**src/rtl/rand_stim_checker_pkg.sv**
```systemverilog
`default_nettype none
// ============================================================================
// Module      : rand_stim_checker_pkg
// Description : Shared FSM state encoding and LFSR constants for the
//               random-stimulus fabric checker.
// Revision    : 1.0 - initial release
// ============================================================================
package rand_stim_checker_pkg;

   typedef enum logic [1:0] {
      ST_IDLE = 2'd0,
      ST_SKIP = 2'd1,
      ST_RUN  = 2'd2,
      ST_DONE = 2'd3
   } state_t;

   // Galois mask for x^32 + x^22 + x^2 + x + 1
   localparam logic [31:0] C_LFSR_TAPS         = 32'h8020_0003;
   localparam logic [31:0] C_LFSR_SEED_DEFAULT = 32'h0000_0001;

endpackage : rand_stim_checker_pkg
`default_nettype wire

```
**src/rtl/rand_stim_lfsr.sv**
```systemverilog
`default_nettype none
// ============================================================================
// Module      : rand_stim_lfsr
// Description : 32-bit right-shifting Galois LFSR with seed load and enable;
//               exposes its low STIM_WIDTH bits as the stimulus vector.
// Revision    : 1.0 - initial release
// ============================================================================
module rand_stim_lfsr
   import rand_stim_checker_pkg::*;
#(
   parameter int          STIM_WIDTH = 1,
   parameter logic [31:0] SEED       = C_LFSR_SEED_DEFAULT
) (
   input  logic                  clk,
   input  logic                  rst_n,
   input  logic                  i_load,
   input  logic                  i_en,
   output logic [STIM_WIDTH-1:0] o_stim
);

   logic [31:0] r_state;
   logic [31:0] w_next;

   always_comb begin
      w_next = {1'b0, r_state[31:1]};
      if (r_state[0]) begin
         w_next = w_next ^ C_LFSR_TAPS;
      end
   end

   // Load takes priority so a restart always begins from the seed.
   always_ff @(posedge clk or negedge rst_n) begin
      if (!rst_n) begin
         r_state <= SEED;
      end else if (i_load) begin
         r_state <= SEED;
      end else if (i_en) begin
         r_state <= w_next;
      end
   end

   assign o_stim = r_state[STIM_WIDTH-1:0];

endmodule : rand_stim_lfsr
`default_nettype wire

```
**config.mk**
```make
export PLATFORM = sky130hd
export DESIGN_NAME = rand_stim_lfsr
export DESIGN_NICKNAME = d
export VERILOG_FILES = /design/src/rtl/rand_stim_checker_pkg.sv /design/src/rtl/rand_stim_lfsr.sv
export SDC_FILE = /design/constraint.sdc
export NUM_CORES = 1
export LEC_CHECK = 0
export ABC_AREA = 1
export BUFFER_PORTS_ARGS = -buffer_cell sky130_fd_sc_hd__buf_2
export CAP_MARGIN = 0
export CORE_UTILIZATION = 56
export CTS_BUF_LIST = sky130_fd_sc_hd__clkbuf_8
export DETAILED_ROUTE_END_ITERATION = 10
export GPL_TIMING_DRIVEN = 0
export PLACE_DENSITY = 0.76
export RECOVER_POWER = 100
export SETUP_SLACK_MARGIN = 0.15
export SLEW_MARGIN = 20
export SYNTH_ARGS = -nofsm -noshare
export SYNTH_HDL_FRONTEND = slang
export SYNTH_SLANG_ARGS = --single-unit
```
**constraint.sdc**
```tcl
create_clock -name clk -period 0.85 [get_ports clk]
set_input_delay 0.0425 -clock clk [delete_from_list [all_inputs] [get_ports clk]]
set_output_delay 0.0425 -clock clk [all_outputs]
set_load 0.1 [all_outputs]
```
# == Word-level counts from Yosys, hierarchy flattened ==
# Cells that the tools add are included.
# W data, S select, Z words.
# word_totals
memories,0
ff_bits,32
latch_bits,0
output_inout_bits,1
wordCells,6
ramBits,0
inputBits,4
rom_bits,0
# classes
n_shift,0
mux,3
add_sub_neg,0
n_lt_le_gt_ge,0
bitwise,1
n_reduce_logical,1
n_div,0
multipliers,0
eq_ne,0
# ops
op,n
$mux W32,3
$not A3 Y4,1
$reduce_bool A2 Y1,1

# == Depth between registers and ports, before layout ==
# logic_depth
word_depth,4
mapped_depth,6
depth_no_buf,4

# == Worst setup path before layout ==
# No wires, ideal clock.
# synth_path
path_type,register to register
startpoint,reg r_state[0]
endpoint,reg r_state[21]
slack_ns,-0.432
synth_period_minus_slack_ns,1.282
stages_incl_launch_ff,5
arrival_time_ns,1.217
cell_sequence,dfstp_2 -> inv_1 -> nand2_1 -> nand3_1 -> nand2_1
# synth_via
elab_chain_cells,3
# synth_rtl
item,line,rtl
"start, declared",rand_stim_lfsr.sv:21,logic [31:0] r_state;
"start signal, assigned",rand_stim_lfsr.sv:38,r_state <= w_next;
$mux W32,rand_stim_lfsr.sv:26,if (r_state[0]) begin
$mux W32,rand_stim_lfsr.sv:37,end else if (i_en) begin
$mux W32,rand_stim_lfsr.sv:35,end else if (i_load) begin
# Every way passes these cells. The select of a mux whose other input is x is not followed.
# A chain may end at the register's enable or synchronous reset.

# == Final worst setup path ==
# layout_path
startpoint,reg r_state[0]
endpoint,out o_stim
# layout_rtl
item,line,rtl
"end, declared",rand_stim_lfsr.sv:18,output logic [STIM_WIDTH-1:0] o_stim
# No word-level cell between the ends.

==> flow_summary.toml <==
[cts]
tritoncts = "done"
clk_transition_reported_paths_ps = 70
cts_sinks = 32
ctsRootBufferMaster = "clkbuf_8"
insertion_delay_ps = 280
htree_levels = 2
clk_path_buf_depth = 2
numCtsBuffers = 5

[cells_and_area]
top_register = "r_state"
stdcell_area_sq_um = 1470
drive_above_1_share = 0.169
antenna_cells = 0
largestRegisters = "r_state: 32 flops"
largest_reg_flops = 32
area_growth_pct = 13.0
nets = 157
utilization = 0.670

[detailed_routing]
dr.first_iter.drc_count = 22
ant_nets = 0
dr.pass1.iters = 6
viasPerCell = 4.87
wl_per_cell_um = 12.3
routed_wirelength_um = 2240
routed-via-count = 886
drc = 0

[power_and_ir_drop]
p_leak_nw = 0.796
power.share.clock = 0.402
comb_power_share = 0.069
seqPwrFrac = 0.529
swShare = 0.238
peakVddDrop_uv = 1740
internal_power_mw = 2.26
power.density_nw_per_um2 = 2020
p_switching_mw = 0.705

[worst_setup_path]
critical_path_class = "flip-flop to output port"
crit_chain = "buf_12"
cp-end-kind = "output port"
critPathSlowestCell = "dfstp_4"
cp.arrival_ps = 1080
critPathMaxFanout = 2
critPathBufInv = 1
startpoint_type = "flip-flop"
crit_family = "flip-flops"
required_ps = 810
max_stage_delay_ps = 630

[placed_design]
post-dp-hpwl_um = 1360
pre_cts_slack_ps = -263
dpl-instance-area_sq_um = 1350
gp_routability_congestion = 0.714
port_buffers = 3

[sta]
slew_viol_final = 0
fin_tns_setup_ps = -950
slew_headroom = 0.488
fin_crit_ps = 1120
holdWs_ps = -177
setup_viol = 5
worst_slack_ps = -272
timing.fmax_mhz = 891
finClkSkew_ps = 9.16
worst_slew_pin_slew_ps = 768
final_hold_viol_count = 31
rsz0062_at_grt = "true"
period_share = 1.32

[grt]
grt_usage = 0.223
grt_max_degree = 33
antenna_found_initial = 0
grt_pass1_wl_um = 3900
first_global_vias = 878
grt-ovfl-total = 0

[synthesis]
synth_seq_cells = 32
ys_seq_area_frac = 0.618
synth_top_area_share = 0.597
synth_area_leaders = "dfrtp_1, nand2_1, buf_6, nand3_1, o21ai_0"
synth.avg_cell_area_sq_um = 9.15
synthCells = 142
yosys.area.top_type = "dfrtp_1"
syn-cell-area_sq_um = 1300
ys_warn_count = 0
synth.distinct_cells = 10
synth.net_count = 146

[run_status]
status = "finished, violations left"
violations = "hold timing, setup timing"

[floorplanning]
initial_utilization = 0.593
die_area_sq_um = 2520
die_h_um = 50.2
core-area_sq_um = 2190
die_w_um = 50.2
core.rowCount = 17
io_pins = 5

[worst_hold_path]
hold_class = "input pin to asynchronous set/reset pin"

[flow_run]
maxCapViolations = 0
## placed cells by master, fill, tap and decap left out, types with 2 or more instances in the layout
cell type,Yosys,layout
nand2_2,4,4
clkinv_2,0,2
dfrtp_1,31,31
o21ai_0,6,6
inv_1,4,3
nand2_1,81,81
nand3_1,7,7
nor2_4,2,2
clkbuf_8,0,6
buf_6,5,5
## power groups by stage
stage / Sequential [mW] / Clock, mW / Combinational, mW
2_1_floorplan: 1.62 / 0 / 0.102
3_3_place_gp: 1.60 / 0 / 0.183
3_5_place_dp: 1.60 / 0 / 0.187
4_1_cts: 1.57 / 1.21 / 0.208
5_1_grt: 1.57 / 1.27 / 0.230
6_report: 1.57 / 1.19 / 0.205
## per-stage QoR
step	cells	total power, mW
after floorplan	142	1.72
after global placement	173	1.78
after detailed placement	173	1.79
after CTS	182	2.99
after global routing	182	3.07
final	182	2.97
## layer usage
layer  GRT usage  share of wire  vias to the layer above
li1            -              -                      454
met1       0.283           0.47                      421
met2       0.329           0.47                        7
met3      0.0909          0.033                        4
met4       0.114          0.021                        0
met5           0              0                        -
## final cells by class
cell class	instances	area, sq um
Clock buffer	6	82.6
Clock inverter	2	10.0
Inverter	5	23.8
Timing Repair Buffer	4	37.5
Sequential cell	32	806
Fill cell	173	723
Tap cell	28	35.0
Multi-Input combinational cell	100	417
Buffer	5	56.3
## path summary, 6_finish.rpt
path | startpoint | endpoint | slack, ps | depth (start not counted)
worst max-delay path | r_state[0]$_DFFE_PN1P_ | o_stim | -270 | 1
worst min-delay path | rst_n | r_state[31]$_DFFE_PN0P_ | -180 | 1
worst max register to register | r_state[0]$_DFFE_PN1P_ | r_state[21]$_DFFE_PN0P_ | -230 | 5
worst min register to register | r_state[27]$_DFFE_PN0P_ | r_state[26]$_DFFE_PN0P_ | 480 | 2
max in group asynchronous | rst_n | r_state[9]$_DFFE_PN0P_ | 540 | 1
min in group clk | i_en | r_state[4]$_DFFE_PN0P_ | 40 | 2
## cell usage after synthesis
cell / count
buf_6: 5
dfrtp_1: 31
dfstp_2: 1
inv_1: 4
inv_6: 1
nand2_1: 81
nand2_2: 4
nand3_1: 7
nor2_4: 2
o21ai_0: 6
## cells by family (layout without fill, tap and decap cells)
kind of cell	Yosys count	after routing	share of synthesized area
buffers and inverters	10	22	0.0617
AOI/OAI and AO/OA	6	6	0.0231
DFF	32	32	0.618
and+or+nand+nor	94	94	0.298
## repair_timing
| item | 4_1_cts | 5_1_grt |
|---|---|---|
| setup buffers | 1 | 0 |
| hold endpoints to repair | 31 | 31 |
| gates resized for setup | 5 | 1 |
| endpoints found under the setup margin | 6 | 6 |
(Power assumes the default switching activity.)
